$ cat config.mk
export PLATFORM = sky130hd
export DESIGN_NAME = branch_controller
export DESIGN_NICKNAME = d
export VERILOG_FILES = /design/src/rtl/branch_controller_pkg.sv /design/src/rtl/branch_cond_eval.sv /design/src/rtl/branch_controller.sv
export SDC_FILE = /design/constraint.sdc
export NUM_CORES = 1
export LEC_CHECK = 0
export ABC_CLOCK_PERIOD_IN_PS = 4700
export CAP_MARGIN = 20
export CORE_MARGIN = 1.5
export CORE_UTILIZATION = 40
export DETAILED_ROUTE_END_ITERATION = 8
export PLACE_DENSITY = 0.76
export SLEW_MARGIN = 5
export SYNTH_ARGS = -nofsm -noshare
export SYNTH_HDL_FRONTEND = slang
export SYNTH_SLANG_ARGS = --single-unit
$ cat constraint.sdc
create_clock -name clk -period 4.7 [get_ports clk]
set_input_delay 0.47 -clock clk [delete_from_list [all_inputs] [get_ports clk]]
set_output_delay 0.47 -clock clk [all_outputs]
set_load 0.01 [all_outputs]
$ cat src/rtl/branch_controller_pkg.sv
// Shared definitions for the branch controller.
//   - br_op encodings (BR_JZ, BR_JN, BR_JC, BR_JMP)
//   - flag bit indices into the CCR (FLAG_Z, FLAG_N, FLAG_C)
//   - FSM state type
package branch_controller_pkg;

  localparam logic [1:0] BR_JZ  = 2'b00;
  localparam logic [1:0] BR_JN  = 2'b01;
  localparam logic [1:0] BR_JC  = 2'b10;
  localparam logic [1:0] BR_JMP = 2'b11;

  localparam int unsigned FLAG_Z = 0;
  localparam int unsigned FLAG_N = 1;
  localparam int unsigned FLAG_C = 2;

  typedef enum logic {
    StIdle,
    StFlush
  } br_state_e;

endpackage

$ cat src/rtl/branch_cond_eval.sv
// Combinational branch condition evaluator.
// Ports:
//   eff_flags  in  3  flags as seen by the branch (already bypassed)
//   br_op      in  2  branch type
//   taken      out 1  branch condition holds
//   next_flags out 3  eff_flags with the tested bit cleared (JMP leaves them untouched)
module branch_cond_eval
  import branch_controller_pkg::*;
(
  input  logic [2:0] eff_flags,
  input  logic [1:0] br_op,
  output logic       taken,
  output logic [2:0] next_flags
);

  always_comb begin
    taken      = 1'b0;
    next_flags = eff_flags;
    unique case (br_op)
      BR_JZ: begin
        taken              = eff_flags[FLAG_Z];
        next_flags[FLAG_Z] = 1'b0;
      end
      BR_JN: begin
        taken              = eff_flags[FLAG_N];
        next_flags[FLAG_N] = 1'b0;
      end
      BR_JC: begin
        taken              = eff_flags[FLAG_C];
        next_flags[FLAG_C] = 1'b0;
      end
      BR_JMP: begin
        taken = 1'b1;
      end
      default: begin
        taken = 1'b0;
      end
    endcase
  end

endmodule

$ cat src/rtl/branch_controller.sv
// Branch controller: owns the flag register (CCR), resolves branches in the
// cycle they are presented, and issues a one-cycle redirect plus a multi-cycle
// fetch/decode flush for taken branches.
// Ports:
//   clk            in  1     clock, rising edge
//   rst_n          in  1     asynchronous active-low reset
//   alu_flag_we    in  1     ALU flag write strobe
//   alu_flags      in  3     ALU flags {C, N, Z}
//   br_valid       in  1     branch presented this cycle
//   br_op          in  2     00 JZ, 01 JN, 10 JC, 11 JMP
//   br_target      in  PC_W  branch destination
//   flags          out 3     architectural flag register
//   redirect_valid out 1     one-cycle PC load request
//   redirect_pc    out PC_W  PC to load (holds last value)
//   flush          out 1     squash fetch/decode
//   taken_cnt      out 8     saturating taken-branch count
module branch_controller
  import branch_controller_pkg::*;
#(
  parameter int unsigned PC_W         = 16,
  parameter int unsigned FLUSH_CYCLES = 2
) (
  input  logic            clk,
  input  logic            rst_n,
  input  logic            alu_flag_we,
  input  logic [2:0]      alu_flags,
  input  logic            br_valid,
  input  logic [1:0]      br_op,
  input  logic [PC_W-1:0] br_target,
  output logic [2:0]      flags,
  output logic            redirect_valid,
  output logic [PC_W-1:0] redirect_pc,
  output logic            flush,
  output logic [7:0]      taken_cnt
);

  localparam logic [2:0] FlushLoad = 3'(FLUSH_CYCLES - 1);

  br_state_e       state_q;
  logic [2:0]      cnt_q;
  logic [2:0]      flags_q;
  logic            redirect_valid_q;
  logic [PC_W-1:0] redirect_pc_q;
  logic            flush_q;
  logic [7:0]      taken_cnt_q;

  logic [2:0]      eff_flags;
  logic            taken;
  logic [2:0]      next_flags;

  // Same-cycle bypass so a branch sees the flags its producer is writing now.
  assign eff_flags = alu_flag_we ? alu_flags : flags_q;

  branch_cond_eval u_cond_eval (
    .eff_flags  (eff_flags),
    .br_op      (br_op),
    .taken      (taken),
    .next_flags (next_flags)
  );

  always_ff @(posedge clk or negedge rst_n) begin
    if (!rst_n) begin
      state_q          <= StIdle;
      cnt_q            <= 3'd0;
      flags_q          <= 3'b000;
      redirect_valid_q <= 1'b0;
      redirect_pc_q    <= '0;
      flush_q          <= 1'b0;
      taken_cnt_q      <= 8'd0;
    end else begin
      redirect_valid_q <= 1'b0;
      unique case (state_q)
        StIdle: begin
          if (br_valid) begin
            // Branch clear wins over a plain ALU write; next_flags already
            // carries the bypassed ALU value for the untested bits.
            flags_q <= next_flags;
            if (taken) begin
              redirect_valid_q <= 1'b1;
              redirect_pc_q    <= br_target;
              flush_q          <= 1'b1;
              cnt_q            <= FlushLoad;
              state_q          <= StFlush;
              if (taken_cnt_q != 8'hFF) begin
                taken_cnt_q <= taken_cnt_q + 8'd1;
              end
            end
          end else if (alu_flag_we) begin
            flags_q <= alu_flags;
          end
        end
        StFlush: begin
          // Wrong-path branches are ignored; ALU writes still land.
          if (alu_flag_we) begin
            flags_q <= alu_flags;
          end
          if (cnt_q == 3'd0) begin
            flush_q <= 1'b0;
            state_q <= StIdle;
          end else begin
            cnt_q <= cnt_q - 3'd1;
          end
        end
        default: begin
          state_q <= StIdle;
        end
      endcase
    end
  end

  assign flags          = flags_q;
  assign redirect_valid = redirect_valid_q;
  assign redirect_pc    = redirect_pc_q;
  assign flush          = flush_q;
  assign taken_cnt      = taken_cnt_q;

endmodule

# Word level (Yosys, flattened, before mapping)

Index checks and enable logic that the tools add are counted.

Output and inout bits: 29
Logic and storage cells: 44
Input bits: 25
Register bits: 33

Eq/ne operators: 8
Add/sub/neg operators: 2
Mux-type cells: 20
Bitwise operators: 1
Reductions and logical operators: 6

Operator list:

| kind                                                  | count |
|---|---|
| two-way mux 3 bit                                     | 5 |
| case mux 3 bit (2 select lines)                       | 2 |
| two-way mux 1 bit                                     | 10 |
| AND reduction 3 bit                                   | 3 |
| adder 8 x 1 -> 8 bit, second input constant           | 1 |
| inequality test 8 bit, second input constant          | 1 |
| inequality test 2 bit, second input constant          | 3 |
| equality test 2 bit, second input constant            | 2 |
| case mux 1 bit (2 select lines)                       | 2 |
| case mux 1 bit (4 select lines)                       | 1 |
| AND reduction 4 bit                                   | 1 |
| logical NOT 3 bit                                     | 1 |
| subtractor 3 x 1 -> 3 bit, second input constant      | 1 |
| equality test 2 x 1 -> 1 bit, second input constant   | 1 |
| logical NOT 2 bit                                     | 1 |
| inequality test 2 x 1 -> 1 bit, second input constant | 1 |
| NOT 1 bit                                             | 1 |

# Depth between registers and ports, before layout

Gate-level depths: netlist of run 1.

Depth after elaboration: 5
Gate-level depth with buffers: 7
Depth with buffers taken out: 6

# Cells and area by module

A second synthesis of run 1 with hierarchy kept.

Cells, all modules: 144
Area, all modules: 1,480.2 µm²

Modules (own cells, without submodules):

| module            | instances | cells each | area an instance (µm²) | seq. area each (µm²) |
|---|---|---|---|---|
| branch_controller | 1         | 137        | 1,423.9                | 825.8 |
| branch_cond_eval  | 1         | 7          | 56.3                   | 0.0 |

# Worst setup path after synthesis of run 1

OpenSTA, ideal clock, no wires.

Kind: input port to flip-flop
Start point: in alu_flag_we
End point: reg redirect_pc_q[0], in the netlist redirect_pc[0]
Cell stages on the path: 6
Required time: 4.575 ns
Path buffers: 1
Library setup time: 0.125 ns
Path slack: 2.902 ns
Arrival time: 1.672 ns
Cell sequence: mux2_4 > or3_4 > nand3_4 > inv_2 > buf_6 > mux2_4

Word-level cells in the longest chain between the ends: 3

Ends and longest elaborated chain:

| item                            | line                    | RTL |
|---|---|---|
| start, declared                 | branch_controller.sv:25 | `input logic alu_flag_we,` |
| two-way mux 3 bit               | -                       |  |
| case mux 1 bit (4 select lines) | branch_cond_eval.sv:19  | `unique case (br_op)` |
| AND reduction 3 bit (no line)   | -                       |  |
| end signal, assigned            | branch_controller.sv:80 | `redirect_pc_q <= br_target;` |
| end, declared                   | branch_controller.sv:43 | `logic [PC_W-1:0] redirect_pc_q;` |

Every way passes these cells.
A chain may end at the register's enable or synchronous reset.

# Worst setup path after layout of run 1

Start point: in alu_flag_we
End point: reg taken_cnt_q[1], in the netlist taken_cnt[1]

Word-level cells in the longest chain between the ends: 3

Ends and longest elaborated chain:

| item                            | line                    | RTL |
|---|---|---|
| two-way mux 3 bit               | -                       |  |
| case mux 1 bit (4 select lines) | branch_cond_eval.sv:19  |  |
| AND reduction 4 bit (no line)   | -                       |  |
| end signal, assigned            | branch_controller.sv:85 | `taken_cnt_q <= taken_cnt_q + 8'd1;` |
| end, declared                   | branch_controller.sv:45 | `logic [7:0] taken_cnt_q;` |

Every way passes these cells.

==> results of run 1 <==
-- layer usage --
layer | share of wire, % | wire, um | GRT usage (%)
met4 | 0.69 | 21 | 5.71
met5 | 0 | 0 | 0
met2 | 52 | 1590 | 26.4
met3 | 4.8 | 146 | 6.07
met1 | 42 | 1280 | 20.9
-- area by class of cell --
cell class / instances / area, um^2 / area share (%)
clock buffers: 7 / 86.3 / 4.06
well taps: 46 / 57.6 / 2.70
repair buffers: 54 / 538 / 25.3
multi-input cells: 67 / 602 / 28.3
inverters: 5 / 18.8 / 0.882
flip-flops and latches: 33 / 826 / 38.8
-- cell families (layout without fill, tap and decap cells) --
family | after synthesis | in the layout | synth area share, %
buffers and inverters | 7 | 66 | 2.81
multiplexers | 22 | 22 | 21.3
AO/OA/AOI/OAI | 11 | 11 | 4.17
XOR/XNOR | 4 | 4 | 2.38
adder cells (fa/ha/maj) | 3 | 3 | 2.56
flip-flops | 33 | 33 | 56.2
AND/OR/NAND/NOR | 27 | 27 | 10.6
-- synth_stat cells, types with 3 or more instances --
| cell | n | share of area (%) |
|---|---|---|
| sky130_fd_sc_hd__dfrtp_1 | 33 | 56 |
| sky130_fd_sc_hd__mux2_4 | 18 | 18 |
| sky130_fd_sc_hd__nand2_1 | 6 | 1.5 |
| sky130_fd_sc_hd__a21oi_1 | 5 | 1.7 |
| sky130_fd_sc_hd__nor2_1 | 5 | 1.3 |
| sky130_fd_sc_hd__inv_1 | 4 | 1.0 |
| sky130_fd_sc_hd__xor2_1 | 4 | 2.4 |
| sky130_fd_sc_hd__a31oi_1 | 3 | 1.3 |
| sky130_fd_sc_hd__ha_1 | 3 | 2.6 |
| sky130_fd_sc_hd__nand3_1 | 3 | 1.0 |
| sky130_fd_sc_hd__nor3_1 | 3 | 1.0 |
-- tightest hold or removal path, stage by stage, from the launching register on --
cell                      delay [ps]
sky130_fd_sc_hd__dfrtp_1         350
sky130_fd_sc_hd__nand2_1          50
sky130_fd_sc_hd__nand2_1          50
-- metrics by stage --
stage	cells	hold WS, ps	total power, W
after floorplan	107	174	0.000784
after global placement	205	476	0.00105
after detailed placement	205	470	0.00107
after CTS	212	485	0.00128
after global routing	212	540	0.00135
final	212	478	0.00127
-- cells in the final DEF, fill, tap and decap left out --
| cell type | n |
|---|---|
| sky130_fd_sc_hd__buf_4 | 1 |
| sky130_fd_sc_hd__or3_4 | 1 |
| sky130_fd_sc_hd__mux2_1 | 1 |
| sky130_fd_sc_hd__and2_4 | 1 |
| sky130_fd_sc_hd__nand2b_1 | 2 |
| sky130_fd_sc_hd__inv_2 | 1 |
| sky130_fd_sc_hd__mux2_4 | 18 |
| sky130_fd_sc_hd__clkbuf_8 | 6 |
| sky130_fd_sc_hd__clkdlybuf4s50_1 | 53 |
| sky130_fd_sc_hd__dfrtp_1 | 33 |
| sky130_fd_sc_hd__xor2_1 | 4 |
| sky130_fd_sc_hd__nor2_1 | 5 |
| sky130_fd_sc_hd__nand2_1 | 6 |
| sky130_fd_sc_hd__nand3_1 | 3 |
| sky130_fd_sc_hd__a21boi_0 | 1 |
| sky130_fd_sc_hd__nand3b_1 | 2 |
| sky130_fd_sc_hd__clkbuf_1 | 1 |
| sky130_fd_sc_hd__a31oi_1 | 3 |
| sky130_fd_sc_hd__mux2_2 | 1 |
| sky130_fd_sc_hd__mux2i_1 | 2 |
| sky130_fd_sc_hd__o21ai_0 | 2 |
| sky130_fd_sc_hd__and3_1 | 2 |
| sky130_fd_sc_hd__nand4_1 | 1 |
| sky130_fd_sc_hd__ha_1 | 3 |
| sky130_fd_sc_hd__nand3_4 | 1 |
| sky130_fd_sc_hd__inv_1 | 4 |
| sky130_fd_sc_hd__nor3_1 | 3 |
| sky130_fd_sc_hd__a21oi_1 | 5 |
-- registers in the layout (all words and copies together), names as in the netlist --
signal,count
cnt_q,3
flags,3
flush,1
redirect_pc,16
redirect_valid,1
state_q,1
taken_cnt,8
-- power breakdown --
part / switching (W) / internal [W] / total, W
clock network: 0.0000919 / 0.000116 / 0.000208
registers: 0.0000893 / 0.000406 / 0.000495
logic: 0.000207 / 0.000359 / 0.000565
-- worst max-delay path by stage --
stage	end	from	slack, ps	cells after the start
2_1_floorplan	redirect_pc[0]$_DFFE_PN0P_	alu_flag_we	2900	6
3_3_place_gp	taken_cnt[1]$_DFFE_PN0P_	alu_flag_we	2020	7
3_5_place_dp	taken_cnt[1]$_DFFE_PN0P_	alu_flag_we	1910	7
4_1_cts	taken_cnt[1]$_DFFE_PN0P_	alu_flag_we	2200	7
5_1_grt	taken_cnt[1]$_DFFE_PN0P_	alu_flag_we	2040	7
6_report	taken_cnt[1]$_DFFE_PN0P_	alu_flag_we	2240	7
==> metrics.txt, run 1 <==
# TYPE chip_impl_metric gauge
chip_impl_metric{name="avgViaCountPerCell",unit=""} 4.77
chip_impl_metric{name="timing.critical_path.buf_inv",unit=""} 2
chip_impl_info{name="setup.worst_path.class",value="primary input to flop"} 1
chip_impl_metric{name="critical-path-max-stage-delay",unit="ps"} 560
chip_impl_metric{name="vdd.ir_drop.worst",unit="V"} 0.000370
chip_impl_metric{name="critical_path_required",unit="ps"} 4860
chip_impl_metric{name="cts-root-to-sink-buffers",unit=""} 2
chip_impl_metric{name="clock.fmax",unit="MHz"} 406
chip_impl_metric{name="timing.final.crit_share",unit="%"} 52.4
chip_impl_info{name="crit_family",value="buffers and inverters"} 1
chip_impl_metric{name="synth-async-reset-ratio",unit="%"} 100
chip_impl_metric{name="synth_edf_count",unit=""} 0
chip_impl_metric{name="pin_count",unit=""} 54
chip_impl_metric{name="drcViolationCount",unit=""} 0
chip_impl_info{name="setup.worst_path.start_class",value="primary input"} 1
chip_impl_metric{name="numClockSinks",unit=""} 33
chip_impl_metric{name="timing_max_transition_violations_final",unit=""} 0
chip_impl_metric{name="detail_route.first_pass.iterations",unit=""} 4
chip_impl_metric{name="clock-skew-final",unit="ps"} 3.50
chip_impl_metric{name="dr_total_vias",unit=""} 1012
chip_impl_metric{name="power.static_leakage",unit="nW"} 0.952
chip_impl_metric{name="yosysUniqueCellTypes",unit=""} 25
chip_impl_info{name="worst_setup_path_end_kind",value="flop"} 1
chip_impl_info{name="ys_dominant_reg_cell",value="sky130_fd_sc_hd__dfrtp_1"} 1
chip_impl_metric{name="synthCells",unit=""} 107
chip_impl_info{name="crit-reg2reg-launch",value="state_q$_DFF_PN0_"} 1
chip_impl_info{name="min_path_type",value="flop to flop"} 1
chip_impl_metric{name="cp_data_arrival_time",unit="ps"} 2620
chip_impl_metric{name="first_global_vias",unit=""} 1096
chip_impl_metric{name="dieHeight",unit="um"} 63.6
chip_impl_metric{name="final_standard_cell_utilization_of_the_core",unit="%"} 61.8
chip_impl_metric{name="avgRoutedWirePerCell",unit="um"} 14.4
chip_impl_metric{name="h-tree-depth",unit=""} 2
chip_impl_metric{name="cts.clk_slew.worst_paths",unit="ps"} 60
chip_impl_metric{name="final-setup-viol-count",unit=""} 0
chip_impl_metric{name="cap_viol_max_count",unit=""} 0
chip_impl_metric{name="dpl.hpwl",unit="um"} 2230
chip_impl_info{name="cts_root_buffer",value="sky130_fd_sc_hd__clkbuf_8"} 1
chip_impl_info{name="timing.critical_path.cells",value="clkdlybuf4s50_1 -> mux2i_1 -> a31oi_1 -> nand3_4 -> inv_2 -> and2_4 -> mux2_4"} 1
chip_impl_info{name="hp-start",value="flush$_DFFE_PN0P_"} 1
chip_impl_metric{name="design_area",unit="mm^2"} 0.00213
chip_impl_metric{name="pre_cts_slack",unit="ps"} 1910
chip_impl_info{name="rsz0062_at_grt",value="no"} 1
chip_impl_metric{name="mappedNetlistNets",unit=""} 135
chip_impl_metric{name="max_slew_margin",unit="%"} 63.6
chip_impl_metric{name="die_w",unit="um"} 63.6
chip_impl_metric{name="critical_path.max_fanout",unit=""} 21
chip_impl_metric{name="r2r_cells",unit=""} 6
chip_impl_info{name="cts_tree",value="done"} 1
chip_impl_metric{name="gp_congestion",unit=""} 0.784
chip_impl_metric{name="globalRouteTotalUtil",unit="%"} 16.6
chip_impl_metric{name="post_dp_cell_area",unit="mm^2"} 0.00204
chip_impl_metric{name="cts_inserted_buffers",unit=""} 5
chip_impl_metric{name="die_area",unit="mm^2"} 0.00404
chip_impl_metric{name="synth_sequential_area_ratio",unit="%"} 56.2
chip_impl_metric{name="largest_net_degree_at_the_start_of_global_routing",unit=""} 34
chip_impl_metric{name="final_nets",unit=""} 194
chip_impl_metric{name="clk_latency",unit="ps"} 270
chip_impl_metric{name="grt_remaining_overflow",unit=""} 0
chip_impl_metric{name="drive_above_1_share",unit="%"} 18.1
chip_impl_metric{name="yosys_warnings",unit=""} 0
chip_impl_metric{name="setup_slack_reg_to_reg",unit="ps"} 2560
chip_impl_metric{name="synth.cell_area",unit="mm^2"} 0.00147
chip_impl_metric{name="grt_first_pass_wirelength",unit="um"} 5100
chip_impl_metric{name="post_synth.cell_area_avg",unit="um^2"} 13.7
chip_impl_metric{name="postSynthRegisterBits",unit=""} 33
chip_impl_metric{name="routed_wirelength",unit="um"} 3050
chip_impl_metric{name="antenna_violations_before_repair",unit=""} 0
chip_impl_metric{name="final_hold_fails",unit=""} 0
chip_impl_metric{name="detailedRoute.firstIterationViolations",unit=""} 37
chip_impl_metric{name="max_slew.worst_pin.slew",unit="ps"} 546
chip_impl_metric{name="hold_path_depth",unit=""} 2
chip_impl_metric{name="cts_hold_buffers",unit=""} 0
chip_impl_metric{name="postCtsSetupBuffers",unit=""} 0
chip_impl_info{name="worstHoldEndpoint",value="flush$_DFFE_PN0P_"} 1
chip_impl_metric{name="num-fill-cells",unit=""} 273
chip_impl_info{name="outcome",value="finished, final reports clean"} 1
chip_impl_metric{name="fp-row-count",unit=""} 21
chip_impl_metric{name="diodes",unit=""} 0
chip_impl_info{name="slowest_stage",value="sky130_fd_sc_hd__clkdlybuf4s50_1"} 1
chip_impl_metric{name="detail-route-antenna-nets",unit=""} 0
chip_impl_metric{name="initial_utilization",unit="%"} 42.7
chip_impl_metric{name="p_per_area",unit="mW/mm^2"} 596
chip_impl_metric{name="port_buffers",unit=""} 53
chip_impl_info{name="timing.rr.end",value="taken_cnt[1]$_DFFE_PN0P_"} 1
chip_impl_metric{name="final_worst_setup_slack",unit="ps"} 2240
chip_impl_metric{name="area_delta_synth_final",unit="%"} 44.9
chip_impl_metric{name="finalSetupTns",unit="ps"} 0
chip_impl_metric{name="floorplan.core_area",unit="mm^2"} 0.00344
chip_impl_metric{name="cts_resized",unit=""} 0
chip_impl_metric{name="post-route-min-period",unit="ps"} 2460
Power figures use the tool's default switching activity.
==> run 2, diff against run 1 <==
ABC_CLOCK_PERIOD_IN_PS = 2600   (was 4700)
clock period = 2.6 ns   (was 4.7 ns; I/O delays follow)
==> run 2 against run 1 <==
  * Die area is the same
  * Highest routed layer unchanged
  * Critical path depth is the same
  * Final cell count is the same
  * Utilization grew 0.22 points
  * Critical path type unchanged
  * Power grew 80%
  * Non-clock buffer count grew 1
  * Clock power grew 63%
  * Critical endpoint is now redirect_pc[12]$_DFFE_PN0P_
==> metrics.txt, run 2 (synthesis gave the netlist of run 1 again) <==
# TYPE chip_impl_metric gauge
chip_impl_info{name="outcome",value="finished, final reports clean"} 1
chip_impl_metric{name="power.internal",unit="W"} 0.00157
chip_impl_info{name="rsz0062_at_grt",value="no"} 1
chip_impl_metric{name="detail_route.first_pass.iterations",unit=""} 4
chip_impl_metric{name="switching_share",unit="%"} 31.0
chip_impl_info{name="cts_tree",value="done"} 1
chip_impl_metric{name="h-tree-depth",unit=""} 2
chip_impl_metric{name="drcViolationCount",unit=""} 0
chip_impl_metric{name="initial_utilization",unit="%"} 42.7
chip_impl_metric{name="critical_path_required",unit="ps"} 2760
chip_impl_metric{name="detailedRoute.firstIterationViolations",unit=""} 26
chip_impl_metric{name="critical_path_cell_count",unit=""} 7
chip_impl_metric{name="cap_viol_max_count",unit=""} 0
chip_impl_metric{name="setup_slack_reg_to_reg",unit="ps"} 770
chip_impl_metric{name="post_dp_cell_area",unit="mm^2"} 0.00206
chip_impl_metric{name="routed_wirelength",unit="um"} 3040
chip_impl_metric{name="detail-route-antenna-nets",unit=""} 0
chip_impl_info{name="timing.rr.end",value="taken_cnt[1]$_DFFE_PN0P_"} 1
chip_impl_metric{name="die_area",unit="mm^2"} 0.00404
chip_impl_metric{name="clock-skew-final",unit="ps"} 3.43
chip_impl_metric{name="antenna_violations_before_repair",unit=""} 0
chip_impl_metric{name="port_buffers",unit=""} 53
chip_impl_metric{name="fp-row-count",unit=""} 21
chip_impl_metric{name="gp_congestion",unit=""} 0.706
chip_impl_info{name="crit_family",value="buffers and inverters"} 1
chip_impl_metric{name="timing.hold.ws",unit="ps"} 395
chip_impl_info{name="setup.worst_path.start_class",value="primary input"} 1
chip_impl_metric{name="dr_total_vias",unit=""} 1015
chip_impl_metric{name="power_frac_comb",unit="%"} 46.0
chip_impl_metric{name="clk_latency",unit="ps"} 280
chip_impl_info{name="slowest_stage",value="sky130_fd_sc_hd__clkdlybuf4s50_1"} 1
chip_impl_metric{name="final-setup-viol-count",unit=""} 0
chip_impl_info{name="worst_path_most_repeated_cell",value="sky130_fd_sc_hd__mux2_4"} 1
chip_impl_metric{name="diodes",unit=""} 0
chip_impl_metric{name="final_standard_cell_utilization_of_the_core",unit="%"} 62.1
chip_impl_metric{name="drive_above_1_share",unit="%"} 18.7
chip_impl_metric{name="numClockSinks",unit=""} 33
chip_impl_metric{name="timing.critical_path.buf_inv",unit=""} 3
chip_impl_metric{name="largest_net_degree_at_the_start_of_global_routing",unit=""} 34
chip_impl_metric{name="design_area",unit="mm^2"} 0.00214
chip_impl_metric{name="power.share.sequential",unit="%"} 39.2
chip_impl_info{name="mostFrequentLayoutCell",value="sky130_fd_sc_hd__clkdlybuf4s50_1"} 1
chip_impl_metric{name="globalRouteTotalUtil",unit="%"} 17.2
chip_impl_info{name="cts_root_buffer",value="sky130_fd_sc_hd__clkbuf_8"} 1
chip_impl_metric{name="post-layout-total-power",unit="W"} 0.00228
chip_impl_metric{name="vdd.ir_drop.worst",unit="V"} 0.000644
chip_impl_metric{name="p_clk_share",unit="%"} 14.8
chip_impl_metric{name="post-route-min-period",unit="ps"} 2040
chip_impl_metric{name="final_nets",unit=""} 195
chip_impl_metric{name="postCtsSetupBuffers",unit=""} 0
chip_impl_metric{name="avgViaCountPerCell",unit=""} 4.79
chip_impl_metric{name="largest_register_ffs",unit=""} 16
chip_impl_info{name="setup.worst_path.class",value="primary input to flop"} 1
chip_impl_metric{name="cp_data_arrival_time",unit="ps"} 2200
chip_impl_metric{name="finalSetupTns",unit="ps"} 0
chip_impl_metric{name="clock.fmax",unit="MHz"} 489
chip_impl_metric{name="avgRoutedWirePerCell",unit="um"} 14.3
chip_impl_info{name="worst_setup_path_end_kind",value="flop"} 1
chip_impl_metric{name="max_slew.worst_pin.slew",unit="ps"} 405
chip_impl_metric{name="p_per_area",unit="mW/mm^2"} 1070
chip_impl_metric{name="cts-root-to-sink-buffers",unit=""} 2
chip_impl_metric{name="cts_resized",unit=""} 0
chip_impl_metric{name="cts_hold_buffers",unit=""} 0
chip_impl_info{name="crit-reg2reg-launch",value="state_q$_DFF_PN0_"} 1
chip_impl_metric{name="final_hold_fails",unit=""} 0
chip_impl_metric{name="critical-path-max-stage-delay",unit="ps"} 550
chip_impl_metric{name="power.static_leakage",unit="nW"} 0.956
chip_impl_metric{name="grt_remaining_overflow",unit=""} 0
chip_impl_metric{name="pin_count",unit=""} 54
chip_impl_info{name="min_path_type",value="primary input to async pin"} 1
chip_impl_metric{name="area_delta_synth_final",unit="%"} 45.4
chip_impl_metric{name="first_global_vias",unit=""} 1141
chip_impl_metric{name="die_w",unit="um"} 63.6
chip_impl_info{name="timing.critical_path.cells",value="clkdlybuf4s50_1 -> mux2_4 -> or3_4 -> nand3_4 -> inv_2 -> buf_12 -> mux2_4"} 1
chip_impl_metric{name="grt_first_pass_wirelength",unit="um"} 5260
chip_impl_metric{name="net_switching_power",unit="W"} 0.000707
chip_impl_info{name="final_cell_mix",value="sky130_fd_sc_hd__clkdlybuf4s50_1 (53), sky130_fd_sc_hd__dfrtp_1 (33), sky130_fd_sc_hd__mux2_4 (18)"} 1
chip_impl_metric{name="max_slew_margin",unit="%"} 73.0
chip_impl_metric{name="floorplan.core_area",unit="mm^2"} 0.00344
chip_impl_metric{name="dpl.hpwl",unit="um"} 2300
chip_impl_metric{name="num-fill-cells",unit=""} 278
chip_impl_metric{name="dieHeight",unit="um"} 63.6
chip_impl_metric{name="r2r_cells",unit=""} 6
chip_impl_metric{name="timing_max_transition_violations_final",unit=""} 0
chip_impl_metric{name="cts.clk_slew.worst_paths",unit="ps"} 60
chip_impl_metric{name="critical_path.max_fanout",unit=""} 15
chip_impl_metric{name="cts_inserted_buffers",unit=""} 5
chip_impl_metric{name="timing.final.crit_share",unit="%"} 78.6
-- run 2: changes by cell type in the layout (fill, tap and decap cells not counted) --
cell,before,now
sky130_fd_sc_hd__clkbuf_8,6,5
sky130_fd_sc_hd__clkinv_2,0,1
sky130_fd_sc_hd__buf_12,0,1
sky130_fd_sc_hd__clkbuf_1,1,0
-- run 2: worst reg2reg max path: stages (launching register included) --
cell,delay (ps)
sky130_fd_sc_hd__dfrtp_1,400
sky130_fd_sc_hd__nand2b_1,180
sky130_fd_sc_hd__a31oi_1,260
sky130_fd_sc_hd__nand3_4,160
sky130_fd_sc_hd__inv_2,210
sky130_fd_sc_hd__and2_4,210
sky130_fd_sc_hd__mux2_4,300
-- run 2: per-stage QoR --
step,cells,worst slack (ps)
6_report,212,557
5_1_grt,212,524
4_1_cts,212,552
3_5_place_dp,206,259
3_3_place_gp,206,309
2_1_floorplan,107,886
-- run 2: how the worst max path moves through the flow --
| stage | end | startpoint | slack (ps) |
|---|---|---|---|
| floorplan | redirect_pc[0]$_DFFE_PN0P_ | flags[0]$_DFF_PN0_ | 890 |
| global placement | redirect_pc[3]$_DFFE_PN0P_ | alu_flag_we | 310 |
| detailed placement | redirect_pc[7]$_DFFE_PN0P_ | alu_flag_we | 260 |
| CTS | redirect_pc[12]$_DFFE_PN0P_ | alu_flag_we | 550 |
| global route | redirect_pc[12]$_DFFE_PN0P_ | alu_flag_we | 520 |
| finish | redirect_pc[12]$_DFFE_PN0P_ | alu_flag_we | 560 |
-- run 2: power by group through the flow --
stage,combinational (W),sequential (W),clock (W)
2_1_floorplan,0.000457,0.000960,0
3_3_place_gp,0.00102,0.000892,0
3_5_place_dp,0.00105,0.000899,0
4_1_cts,0.00106,0.000897,0.000352
5_1_grt,0.00113,0.000924,0.000379
6_report,0.00105,0.000892,0.000338
-- run 2: metal layers --
layer	routed length [um]	part of all wire, %	global-route usage (%)
met5	0	0	0
met4	41	1.3	6.52
met3	155	5.1	6.79
met2	1620	53	28.0
met1	1220	40	20.5
-- run 2: layout make-up --
cell class	instances	area (um^2)	share of cell area [%]
clock inverters	1	5.00	0.234
repair buffers	55	558	26.1
flip-flops and latches	33	826	38.7
well taps	46	57.6	2.69
inverters	5	18.8	0.879
multi-input cells	67	602	28.2
clock buffers	5	68.8	3.22
==> RTL change 1 (settings of run 2) <==
`PC_W`: 16 -> 18.
--- a/src/rtl/branch_controller.sv
+++ b/src/rtl/branch_controller.sv
@@ -17,7 +17,7 @@
 module branch_controller
   import branch_controller_pkg::*;
 #(
-  parameter int unsigned PC_W         = 16,
+  parameter int unsigned PC_W         = 18,
   parameter int unsigned FLUSH_CYCLES = 2
 ) (
   input  logic            clk,
Ports: changed (resized br_target and redirect_pc); port bits go from 54 to 58. The function was not compared with the original's and may differ.
==> RTL change 1 against run 2 <==
  * Design area grew 6.4%
  * Sequential cell count grew 2
  * Synthesized area increased by 7.7%
  * Clock skew is 1.3 ps lower
  * Die area up 7.3%
  * Total power increased by 8.6%
  * Wire length grew 8.0%
  * Worst setup slack worse by 23 ps
  * Critical path depth did not move
==> RTL change 1: results (changes against run 2) <==
* Wirelength per Cell at 14.6 um (+1.7%)
* CP peak stage delay at 510 ps (-40 ps)
* Post-Synth XOR/XNOR Area at 0.0277 (+0.00384)
* Seq area share at 0.385 (-0.00139)
* Dpl hpwl at 2360 um (+2.5%)
* Nets at 206 (+5.6%)
* Largest net degree at the start of global routing at 36 (+5.9%)
* DRC marker count from the first detailed-route iteration at 30 (+15%)
* Status: finished clean
* Post-synthesis mux area share at 0.214 (+0.00145)
* Multi-Input Combinational at 71 (+6.0%)
* R2R Setup Slk at 790 ps (+20 ps)
* Top cells by count, synth: dfrtp_1 (35), mux2_4 (19), nand2_1 (8)
* Area post-placement at 0.00219 sq mm (+6.3%)
* # fillers at 315 (+13%)
* Met3 Resource Use GR at 0.0733 (+0.00540)
* Peak supply drop at 0.522 mV (-19%)
* Via-per-instance ratio at 4.80 (+0.35%)
* Multi-input combinational area share at 0.291 (+0.00936)
* Cell variety after synth at 26 (+4.0%)
* Footprint of the multi-input gates at 662 sq um (+10%)
* Clock sinks at 35 (+6.1%)
* Crit path to: taken_cnt[1]$_DFFE_PN0P_
* Fraction of the yosys area taken by sequential cells at 0.554 (-0.00838)
* Nonclk buf count at 58 (+5.5%)
* Number of global-route vias before repair at 1,226 (+7.4%)
* Worst-Margin Slew at 761 ps (+355 ps)
* Adder-Cell Fraction of Synth Area at 0.0237 (-0.00182)
* Hold WS at 48.9 ps (-346 ps)
* Final WL at 3290 um (+8.0%)
* Pre-CTS setup slack at 222 ps (-37.9 ps)
* Met2 Use GR at 0.284 (+0.00383)
* Routability cong. at 0.741 (+5.0%)
* Met1 GRT Util at 0.204 (about the same)
* Final non-clock buffer share at 0.252 (-0.00921)
* Proportion of layout cells with a drive suffix above 1 at 0.203 (+0.0166)
* WP data arrival at 2230 ps (+30 ps)
* Worst Setup SP: br_op[0]
* Final critical-path share of the clock period at 0.795 (+0.00903)
* First-pass GRT wire length at 5550 um (+5.5%)
* Crit Path Max Fanout at 24 (+9)
* Critical R2R Capture: taken_cnt[2]$_DFFE_PN0P_
* Final clock-cell share at 0.0358 (+0.00121)
* Pleak at 0.994 nW (+3.9%)
* Layout clock buffer count at 7 (+2)
* Synth Area in Compound Gates at 0.0578 (+0.0160)
## RTL change 1: cell count changes in the layout (fill, tap and decap cells not counted), moves of 2 or more
cell / before / now
a31oi_1: 3 / 0
mux2_2: 1 / 3
nand2_1: 6 / 8
clkdlybuf4s50_1: 53 / 56
clkbuf_1: 0 / 2
and3_1: 2 / 0
nor2b_1: 0 / 3
dfrtp_1: 33 / 35
## RTL change 1: layer usage
| layer | vias up | part of all wire |
|---|---|---|
| li1 | 516 | - |
| met1 | 519 | 0.43 |
| met2 | 44 | 0.49 |
| met3 | 2 | 0.076 |
| met4 | 0 | 0.0049 |
| met5 | - | 0 |
## RTL change 1: power by group
group	total, W	switching [W]	leakage (nW)	internal [W]
logic	0.00114	0.000420	0.531	0.000716
registers	0.000966	0.000180	0.421	0.000786
clock network	0.000371	0.000183	0.0422	0.000188
==> RTL change 2 (config.mk and constraints of run 2) <==
Without the edit above. Register the output `taken_cnt` once more; this adds one clock of latency there. The other outputs are not delayed to match.
--- a/src/rtl/branch_controller.sv
+++ b/src/rtl/branch_controller.sv
@@ -112,7 +112,9 @@
   assign redirect_valid = redirect_valid_q;
   assign redirect_pc    = redirect_pc_q;
   assign flush          = flush_q;
-  assign taken_cnt      = taken_cnt_q;
+  always_ff @(posedge clk) begin
+    taken_cnt <= taken_cnt_q;
+  end
 
 endmodule
 
Function: changed (a bounded check fails within 4 cycles, from zero or initial values and one cycle with rst_n low).
==> RTL change 2 against run 2 <==
  * Worst hold slack got worse by 37 ps
  * Core utilization shrank 2.5 points
  * Sequential cell count up 8
  * Design area up 12%
  * Die area increased by 13%
  * Synthesized area is 13% higher
  * Wire length increased by 10%
  * Worst setup slack got worse by 7.3 ps
  * Total power increased by 22%
==> RTL change 2: results (changes against run 2) <==
* # fillers at 321 (+15%)
* CP peak stage delay at 520 ps (-30 ps)
* Status: finished clean
* Peak supply drop at 0.625 mV (-3.0%)
* Sequential cell power at 0.00109 W (+22%)
* Number of global-route vias before repair at 1,163 (+1.9%)
* Area post-placement at 0.00225 sq mm (+9.1%)
* Setup Skew at 2.64 ps (-0.794 ps)
* Dpl hpwl at 2410 um (+4.6%)
* Switch share at 0.290 (-0.0207)
* H-tree Lvls at 2 (unchanged)
* Cell count after synthesis at 118 (+10%)
* Via count at 1,079 (+6.3%)
* CTS clock-pin slew for the worst setup and hold paths at 80 ps (+20 ps)
* Met3 Resource Use GR at 0.0450 (-0.0229)
* Slew headroom at 0.734 (+0.00404)
* NetSw at 0.000803 W (+14%)
* Clk root buf: clkbuf_8
* Met1 GRT Util at 0.181 (-0.0239)
* WL met2 at 1770 um (+9.2%)
* Met2 Use GR at 0.276 (-0.00453)
* Clock buffer depth at 2 (unchanged)
* Synth top area cells: dfrtp_1 (50%), mux2_4 (17%), dfxtp_1 (9.6%)
* Pre-CTS setup slack at 239 ps (-20.9 ps)
* Routability cong. at 0.682 (-3.4%)
* Metal3 WL at 183 um (+18%)
* Worst Hold Class: input port to asynchronous set/reset pin
* Pleak at 1.05 nW (+9.5%)
* Post-Syn Nets at 146 (+8.1%)
* CP max stage cell: clkdlybuf4s50_1
* Synth Warn # at 0 (unchanged)
* PwrDens at 1160 mW/mm^2 (+9.1%)
* Gr usage total at 0.159 (-0.0136)
* First-pass GRT wire length at 5270 um (+0.13%)
* Clock share of power at 0.215 (+0.067)
* Proportion of layout cells with a drive suffix above 1 at 0.201 (+0.0144)
* Async set or reset register ratio after synthesis at 0.805 (-0.195)
* Final antenna diode count at 0 (unchanged)
* Max reg flops at 16 (unchanged)
* Wl on met1 at 1340 um (+9.3%)
* Crit Path Max Fanout at 22 (+7)
* Post-Place Cells at 221 (+7.3%)
* Via-per-instance ratio at 4.71 (-1.6%)
* Detailed Routing Iterations Pass 1 at 6 (+2)
* Nets at 206 (+5.6%)
* Top cells by count, synth: dfrtp_1 (33), mux2_4 (19), nand2_1 (9)
* Final WL at 3350 um (+10%)
* Cell variety after synth at 26 (+4.0%)
* DRC marker count from the first detailed-route iteration at 52 (+100%)
* Fraction of the yosys area taken by sequential cells at 0.592 (+0.0303)
==> RTL change 2: changes by cell type in the layout (fill, tap and decap cells not counted), sizes merged, moves of 2 or more <==
cell           run 2  this run
dfxtp              0         8
a31oi              3         0
nand2              6         9
nor2b              0         3
and3               2         0
bufinv             0         2
nand3              4         2
==> RTL change 2: cells by family after synthesis <==
group / count (synthesis) / share of synthesized area
AO/OA/AOI/OAI: 11 / 0.0534
XOR/XNOR: 5 / 0.0263
adder cells (fa/ha/maj): 3 / 0.0226
buffers and inverters: 7 / 0.0263
flip-flops: 41 / 0.592
multiplexers: 22 / 0.190
AND/OR/NAND/NOR: 29 / 0.0887
==> RTL change 2: worst paths after layout <==
check | startpoint | endpoint | slack, ps | cells after the start
max in group asynchronous | rst_n | taken_cnt_q[2]$_DFFE_PN0P_ | 1950 | 2
worst max-delay path | br_op[0] | taken_cnt_q[1]$_DFFE_PN0P_ | 550 | 7
worst max register to register | state_q$_DFF_PN0_ | taken_cnt_q[1]$_DFFE_PN0P_ | 780 | 5
min in group clk | taken_cnt_q[4]$_DFFE_PN0P_ | taken_cnt[4]$_DFF_P_ | 440 | 0
worst min-delay path | rst_n | redirect_pc[9]$_DFFE_PN0P_ | 360 | 2
worst min register to register | taken_cnt_q[4]$_DFFE_PN0P_ | taken_cnt[4]$_DFF_P_ | 440 | 0
==> RTL change 2: layout make-up <==
type,count,area share
clock buffer,5,0.0289
clock inverter,3,0.0273
inverter,5,0.00892
multi-input combinational,70,0.266
sequential,41,0.414
tap,50,0.0262
timing repair buffer,55,0.229
==> RTL change 2: critical path: cells and delay by family <==
family | cells | cell delay, ps
muxes | 1 | 290
and+or+nand+nor | 2 | 440
buffers and inverters | 2 | 820
AOI/OAI and AO/OA | 2 | 420
